[src/rtl/block_plotter.sv]
// Pixel stream generator for the moving block: erases the block at its last drawn
// position, then draws it at the newly latched position, one pixel per clock.
module block_plotter #(
    parameter int unsigned WIDTH     = 16,
    parameter int unsigned HEIGHT    = 4,
    parameter int unsigned X_MAX     = 160,
    parameter logic [2:0]  BG_COLOUR = 3'b000
) (
    input  logic       clk,
    input  logic       reset,
    input  logic       sync,
    input  logic [7:0] curr_x_position,
    input  logic [6:0] y_base,
    input  logic [2:0] colour,
    output logic [7:0] x_out,
    output logic [6:0] y_out,
    output logic [2:0] colour_out,
    output logic       plot,
    output logic       busy,
    output logic       done,
    output logic       missed
);

    typedef enum logic [1:0] {StIdle, StErase, StDraw, StDone} state_t;

    state_t     state_q, state_d;
    logic [4:0] px_q, px_d;
    logic [3:0] py_q, py_d;
    logic [7:0] new_x_q, new_x_d, old_x_q, old_x_d;
    logic [6:0] new_y_q, new_y_d, old_y_q, old_y_d;
    logic [2:0] new_c_q, new_c_d;
    logic       prev_valid_q, prev_valid_d;
    logic [7:0] x_out_q, x_out_d;
    logic [6:0] y_out_q, y_out_d;
    logic [2:0] colour_out_q, colour_out_d;
    logic       plot_q, plot_d, busy_q, busy_d, done_q, done_d, missed_q, missed_d;

    logic       accept;
    logic       last_px, last_py;
    logic [7:0] base_x;
    logic [6:0] base_y;
    logic [2:0] base_c;
    logic [8:0] sum_x;

    // The done cycle still counts as part of the frame, so a sync there is refused.
    assign accept  = sync && (state_q == StIdle) && !done_q;
    assign last_px = (px_q == 5'(WIDTH - 1));
    assign last_py = (py_q == 4'(HEIGHT - 1));
    assign base_x  = (state_q == StErase) ? old_x_q : new_x_q;
    assign base_y  = (state_q == StErase) ? old_y_q : new_y_q;
    assign base_c  = (state_q == StErase) ? BG_COLOUR : new_c_q;
    assign sum_x   = {1'b0, base_x} + {4'b0, px_q};

    always_comb begin
        state_d      = state_q;
        px_d         = px_q;
        py_d         = py_q;
        new_x_d      = new_x_q;
        new_y_d      = new_y_q;
        new_c_d      = new_c_q;
        old_x_d      = old_x_q;
        old_y_d      = old_y_q;
        prev_valid_d = prev_valid_q;
        x_out_d      = x_out_q;
        y_out_d      = y_out_q;
        colour_out_d = colour_out_q;
        plot_d       = 1'b0;
        busy_d       = 1'b0;
        done_d       = 1'b0;
        missed_d     = sync && !accept;

        unique case (state_q)
            StIdle: begin
                if (accept) begin
                    new_x_d = curr_x_position;
                    new_y_d = y_base;
                    new_c_d = colour;
                    px_d    = '0;
                    py_d    = '0;
                    state_d = prev_valid_q ? StErase : StDraw;
                end
            end
            StErase, StDraw: begin
                x_out_d      = sum_x[7:0];
                y_out_d      = base_y + 7'(py_q);
                colour_out_d = base_c;
                plot_d       = ({23'd0, sum_x} < X_MAX);
                busy_d       = 1'b1;
                if (!last_px) begin
                    px_d = px_q + 5'd1;
                end else begin
                    px_d = '0;
                    if (!last_py) begin
                        py_d = py_q + 4'd1;
                    end else begin
                        py_d = '0;
                        if (state_q == StErase) begin
                            state_d = StDraw;
                        end else begin
                            old_x_d      = new_x_q;
                            old_y_d      = new_y_q;
                            prev_valid_d = 1'b1;
                            state_d      = StDone;
                        end
                    end
                end
            end
            StDone: begin
                done_d  = 1'b1;
                state_d = StIdle;
            end
            default: state_d = StIdle;
        endcase
    end

    always_ff @(posedge clk or posedge reset) begin
        if (reset) begin
            state_q      <= StIdle;
            px_q         <= '0;
            py_q         <= '0;
            new_x_q      <= '0;
            new_y_q      <= '0;
            new_c_q      <= '0;
            old_x_q      <= '0;
            old_y_q      <= '0;
            prev_valid_q <= 1'b0;
            x_out_q      <= '0;
            y_out_q      <= '0;
            colour_out_q <= '0;
            plot_q       <= 1'b0;
            busy_q       <= 1'b0;
            done_q       <= 1'b0;
            missed_q     <= 1'b0;
        end else begin
            state_q      <= state_d;
            px_q         <= px_d;
            py_q         <= py_d;
            new_x_q      <= new_x_d;
            new_y_q      <= new_y_d;
            new_c_q      <= new_c_d;
            old_x_q      <= old_x_d;
            old_y_q      <= old_y_d;
            prev_valid_q <= prev_valid_d;
            x_out_q      <= x_out_d;
            y_out_q      <= y_out_d;
            colour_out_q <= colour_out_d;
            plot_q       <= plot_d;
            busy_q       <= busy_d;
            done_q       <= done_d;
            missed_q     <= missed_d;
        end
    end

    assign x_out      = x_out_q;
    assign y_out      = y_out_q;
    assign colour_out = colour_out_q;
    assign plot       = plot_q;
    assign busy       = busy_q;
    assign done       = done_q;
    assign missed     = missed_q;

endmodule
[config.mk]
export PLATFORM = sky130hd
export DESIGN_NAME = block_plotter
export DESIGN_NICKNAME = d
export VERILOG_FILES = /design/src/rtl/block_plotter.sv
export SDC_FILE = /design/constraint.sdc
export NUM_CORES = 1
export LEC_CHECK = 0
export CORE_UTILIZATION = 40
export CTS_BUF_LIST = sky130_fd_sc_hd__clkbuf_16
export DETAILED_ROUTE_END_ITERATION = 12
export PLACE_DENSITY = 0.67
export SLEW_MARGIN = 20
export SYNTH_ARGS = -nofsm -noshare
export SYNTH_HDL_FRONTEND = slang
export SYNTH_SLANG_ARGS = --single-unit
[constraint.sdc]
create_clock -name clk -period 4.75 [get_ports clk]
set_input_delay 0.7125 -clock clk [delete_from_list [all_inputs] [get_ports clk]]
set_output_delay 0.7125 -clock clk [all_outputs]
set_load 0.01 [all_outputs]
* Word-level counts from Yosys, hierarchy flattened *
Cells that the tools add are included.
Widths: inputs -> output; s select.

storage, ports and cells
  input port bits = 21
  bits in registers = 67
  word-level logic and storage cells = 63
  output and inout bits = 22

operators by class
  bitwise operators = 1
  magnitude comparators = 1
  add/sub/neg operators = 4
  multiplexer cells = 19
  reduce and logical (&&, ||, !) cells = 14
  equality and inequality tests = 8

operators with widths
  cell                 count
  $mux 4               3
  $mux 5               2
  $pmux 5 s2           1
  $add 8x5->9          1
  $lt 9x8->1 const B   1
  $reduce_and 3->1     3
  $mux 2               4
  $mux 8               1
  $pmux 4 s2           1
  $add 7x4->7          1
  $mux 7               1
  $ne 2x2->1 const B   3
  $pmux 2 s3           1
  $add 5x1->5 const B  1
  $eq 5x4->1 const B   1
  $add 4x1->4 const B  1
  $eq 2x2->1 const B   2
  $eq 4x2->1 const B   1
  $mux 1               4
  $reduce_and 2->1     2
  $reduce_and 4->1     1
  $logic_and 1x1->1    3
  $mux 3               1
  $eq 2x1->1 const B   1
  5 further kinds      6

* Logic depth before layout (Yosys ltp) *
  depth after elaboration = 5
  mapped depth = 11

* Least setup slack after synthesis *
Ideal clock, no wire load.

  path kind = flip-flop to flip-flop
  from = reg state_q[1]
  to = reg y_out_q[6] (netlist: y_out[6])
  buffers on the path = 2
  library setup time = 0.095 ns
  period minus slack after synthesis = 2.849 ns
  cell stages (with the launch flop) = 12
  arrival = 2.753 ns
  slack = 1.901 ns
  cell sequence = dfrtp_1 inv_1 ha_1 buf_2 buf_2 mux2_2 ha_1 fa_1 a21o_1 a21oi_1 nor4_1 o31ai_1

on the way
  word-level cells in the longest chain between the ends = 3

RTL lines
  element                 line  RTL
  start, declared         26    state_t state_q, state_d;
  start signal, assigned  118   state_q <= StIdle;
  start signal, assigned  135   state_q <= state_d;
  $eq 2x1->1              50    assign base_y = (state_q == StErase) ? old_y_q : new_y_q;
  $mux 7                  --
  net base_y[0]           41    logic [6:0] base_y;
  $add 7x4->7             85    y_out_d = base_y + 7'(py_q);
  end signal, assigned    145   y_out_q <= y_out_d;
  end, declared           34    logic [6:0] y_out_q, y_out_d;

The timed path passes the listed nets, and every way through them passes these cells.
A chain may end at the register's enable or synchronous reset.

* Final worst setup path *
Ends and elaborated chain as after synthesis.

==> flow_metrics.py <==
metrics = {
    "layout": {
        "syn_to_final_growth_pct": 24.8,
        "nNetsFinal": 404,
        "layout-drive-gt1-share": 0.130,
        "n_antenna_cell": 0,
        "final_cell_mix": "nand2_1 (75), dfrtp_1 (67), clkdlybuf4s50_1 (42)",
        "final_common_cell": "nand2_1",
    },
    "timing": {
        "worst_pin_slew_ps": 921,
        "period_share": 0.674,
        "postLayoutSetupSlackWorst_ps": 1550,
        "finalSetupViolCount": 0,
        "finalSetupTns_ps": 0,
        "max_slew_margin": 0.384,
        "slew_violations": 0,
        "hold_viol": 0,
        "skew_ps": 5.93,
        "timing.fmax_mhz": 312,
        "fin_crit_ps": 3200,
        "rsz0062_at_grt": "false",
    },
    "cts": {
        "cts_buffers": 9,
        "clkSinkCount": 67,
        "cts_resized": 0,
        "post_cts_buffers": 0,
        "cts_root_buf": "clkbuf_16",
        "cts_tree": "built",
        "cts_hold_buf": 0,
        "cts_max_level": 3,
        "clk_latency_ps": 320,
        "path_clk_slew_ps": 50,
        "clockBufferDepth": 2,
    },
    "global_route": {
        "grt_max_degree": 36,
        "grt-ovfl-total": 0,
        "grt_pass1_wl_microns": 12100,
        "grt_pass1_vias": 2485,
        "grt_use_total": 0.180,
        "grt_antenna_before_repair": 0,
    },
    "synth": {
        "ys_warn_count": 0,
        "synth.avg_cell_area_sq_um": 10.6,
        "postSynthCellCount": 319,
        "syn-num-nets": 360,
        "ys_ff_latch": 67,
        "syn_area_sq_mm": 0.00337,
        "ys_seq_area_frac": 0.497,
        "synth_cell_type_count": 48,
    },
    "worst_hold_path": {
        "holdPathStages": 2,
        "min_path_type": "register to register",
        "min-delay-start": "new_y_q[2]$_DFFE_PP0P_",
        "holdPathEnd": "new_y_q[2]$_DFFE_PP0P_",
    },
    "power_and_ir_drop": {
        "seqPwrFrac": 0.313,
        "p_leak_nw": 1.98,
        "ir_drop_mv": 0.295,
        "power_switching_share": 0.369,
        "p_int_mw": 1.88,
        "clkPwrFrac": 0.231,
        "power_switching_mw": 1.10,
        "powerDensity_mw_per_mm2": 707,
        "combinationalPowerShare": 0.456,
    },
    "route": {
        "highest_layer": "met4",
        "wl_microns": 7020,
        "routedWlPerCell_microns": 14.8,
        "wl_met1_microns": 3260,
        "vias": 2479,
        "wl_met2_microns": 3470,
        "viasPerCell": 5.24,
        "drtIter0Drc": 112,
        "drt-pass1-iter-count": 4,
        "antenna_left": 0,
        "wl_met3_microns": 215,
        "drc": 0,
    },
    "setup_path": {
        "arrival_ps": 3430,
        "cp-end-kind": "register",
        "r2r_end": "y_out[6]$_DFFE_PP0N_",
        "r2r-start": "state_q[1]$_DFFE_PP0P_",
        "cp_slowest_cell": "ha_1",
        "path_cells": "inv_1 > ha_1 > buf_4 > mux2_2 > ha_1 > fa_1 > a21o_1 > a21oi_1 > nor4_1 > o31ai_1",
        "worst-setup-path-type": "register to register",
        "crit_fanout": 11,
        "rrSetupSlack_ps": 1550,
        "path_delay_family": "adder cells",
        "critPathBufInv": 2,
        "start_kind": "register",
        "slowest_delay_ps": 520,
        "cp.required_ps": 4980,
        "worst_path_most_repeated_cell": "ha_1",
        "r2r_cells": 10,
    },
    "job": {
        "cap_violations": 0,
    },
    "placement": {
        "dp_slack_ps": 1530,
        "dp_hpwl_microns": 4820,
        "place_congestion": 0.790,
        "portBuffers": 42,
    },
    "floorplanning": {
        "floorplan.rows": 33,
        "dieHeight_microns": 93.9,
        "dieArea_sq_mm": 0.00881,
        "core_sq_mm": 0.00818,
        "initial_utilization": 0.413,
        "chipWidth_microns": 93.9,
        "io_pins": 43,
    },
    "status": {
        "status": "finished clean",
    },
}
-- through the flow --
step	std cells	power [mW]	instance area, sq um	utilization	hold WS, ps
6_report	473	2.98	4210	0.515	475
5_1_grt	473	3.21	4210	0.515	493
4_1_cts	473	3.02	4210	0.515	484
3_5_place_dp	457	2.30	3900	0.477	469
3_3_place_gp	457	2.26	3900	0.477	467
2_1_floorplan	319	1.85	3370	-	442
-- cell usage after synthesis, drive strengths merged --
master | instances | area, sq um
nand2 | 75 | 282
dfrtp | 67 | 1680
mux2 | 23 | 259
ha | 18 | 225
o21ai | 17 | 85.1
mux2i | 11 | 110
inv | 10 | 37.5
a21oi | 8 | 40.0
clkbuf | 7 | 26.3
nor2 | 7 | 28.8
o21a | 7 | 52.6
buf | 6 | 27.5
o31ai | 6 | 45.0
xnor2 | 6 | 52.6
a21o | 4 | 30.0
nand3 | 4 | 20.0
nor3 | 3 | 15.0
o2bb2ai | 3 | 26.3
a22o | 2 | 17.5
a22oi | 2 | 15.0
a31oi | 2 | 12.5
and3 | 2 | 12.5
and3b | 2 | 17.5
and4b | 2 | 23.8
fa | 2 | 40.0
nor3b | 2 | 20.0
nor4 | 2 | 12.5
o211ai | 2 | 15.0
o31a | 2 | 17.5
or4 | 2 | 18.8
a221o | 1 | 10.0
a221oi | 1 | 8.76
a311oi | 1 | 8.76
a31o | 1 | 8.76
a32o | 1 | 10.0
and2 | 1 | 6.26
nand3b | 1 | 7.51
nand4b | 1 | 8.76
nor2b | 1 | 6.26
o2111a | 1 | 11.3
o311a | 1 | 10.0
o32a | 1 | 10.0
or2 | 1 | 6.26
-- area by class of cell --
| class | instances | area [sq um] |
|---|---|---|
| Fill cell | 731 | 3960 |
| Sequential cell | 67 | 1680 |
| Multi-Input combinational cell | 229 | 1610 |
| Timing Repair Buffer | 46 | 450 |
| Clock buffer | 9 | 225 |
| Tap cell | 105 | 131 |
| Clock inverter | 7 | 85.1 |
| Inverter | 10 | 37.5 |
-- power groups by stage --
stage          registers, mW  logic [mW]  clock network, mW
2_1_floorplan          0.941       0.911                  0
3_3_place_gp           0.937        1.33                  0
3_5_place_dp           0.943        1.36                  0
4_1_cts                0.937        1.38              0.703
5_1_grt                0.963        1.52              0.732
6_report               0.932        1.36              0.690
-- worst min-delay path, cell delays in order (launching register included) --
cell	delay, ps
dfrtp_1	340
nand2_1	50
nand2_1	50
-- metal layers --
metal  global-route usage  vias to the layer above
met1                0.233                     1212
met4               0.0615                        0
met5                    0                        -
met3               0.0348                        7
met2                0.300                       42
li1                     -                     1218
-- worst max path at each step --
stage / startpoint / end / slack (ps) / cells after the start
after floorplan: state_q[1]$_DFFE_PP0P_ / y_out[6]$_DFFE_PP0N_ / 1900 / 11
after global placement: state_q[1]$_DFFE_PP0P_ / y_out[6]$_DFFE_PP0N_ / 1630 / 10
after detailed placement: state_q[1]$_DFFE_PP0P_ / y_out[6]$_DFFE_PP0N_ / 1530 / 10
after CTS: state_q[1]$_DFFE_PP0P_ / y_out[6]$_DFFE_PP0N_ / 1550 / 10
after global routing: state_q[1]$_DFFE_PP0P_ / y_out[6]$_DFFE_PP0N_ / 1410 / 10
final: state_q[1]$_DFFE_PP0P_ / y_out[6]$_DFFE_PP0N_ / 1550 / 10
-- flip-flops by register name, indices dropped and copies added (netlist names), 4 cells and up --
name and cells:
new_x_q 8, y_out 7, new_y_q 7, px_q 5, x_out 8, py_q 4, old_x_q 8, old_y_q 7
-- cells by family after synthesis --
family / after synthesis / share of synthesized area
xor gates and xnor gates: 6 / 0.0156
and+or+nand+nor: 106 / 0.144
adders and majority gates: 20 / 0.0786
muxes: 34 / 0.109
buffers and inverters: 23 / 0.0271
DFF: 67 / 0.497
AOI/OAI and AO/OA: 63 / 0.129
Note: power is estimated with default switching activity, not from simulation.
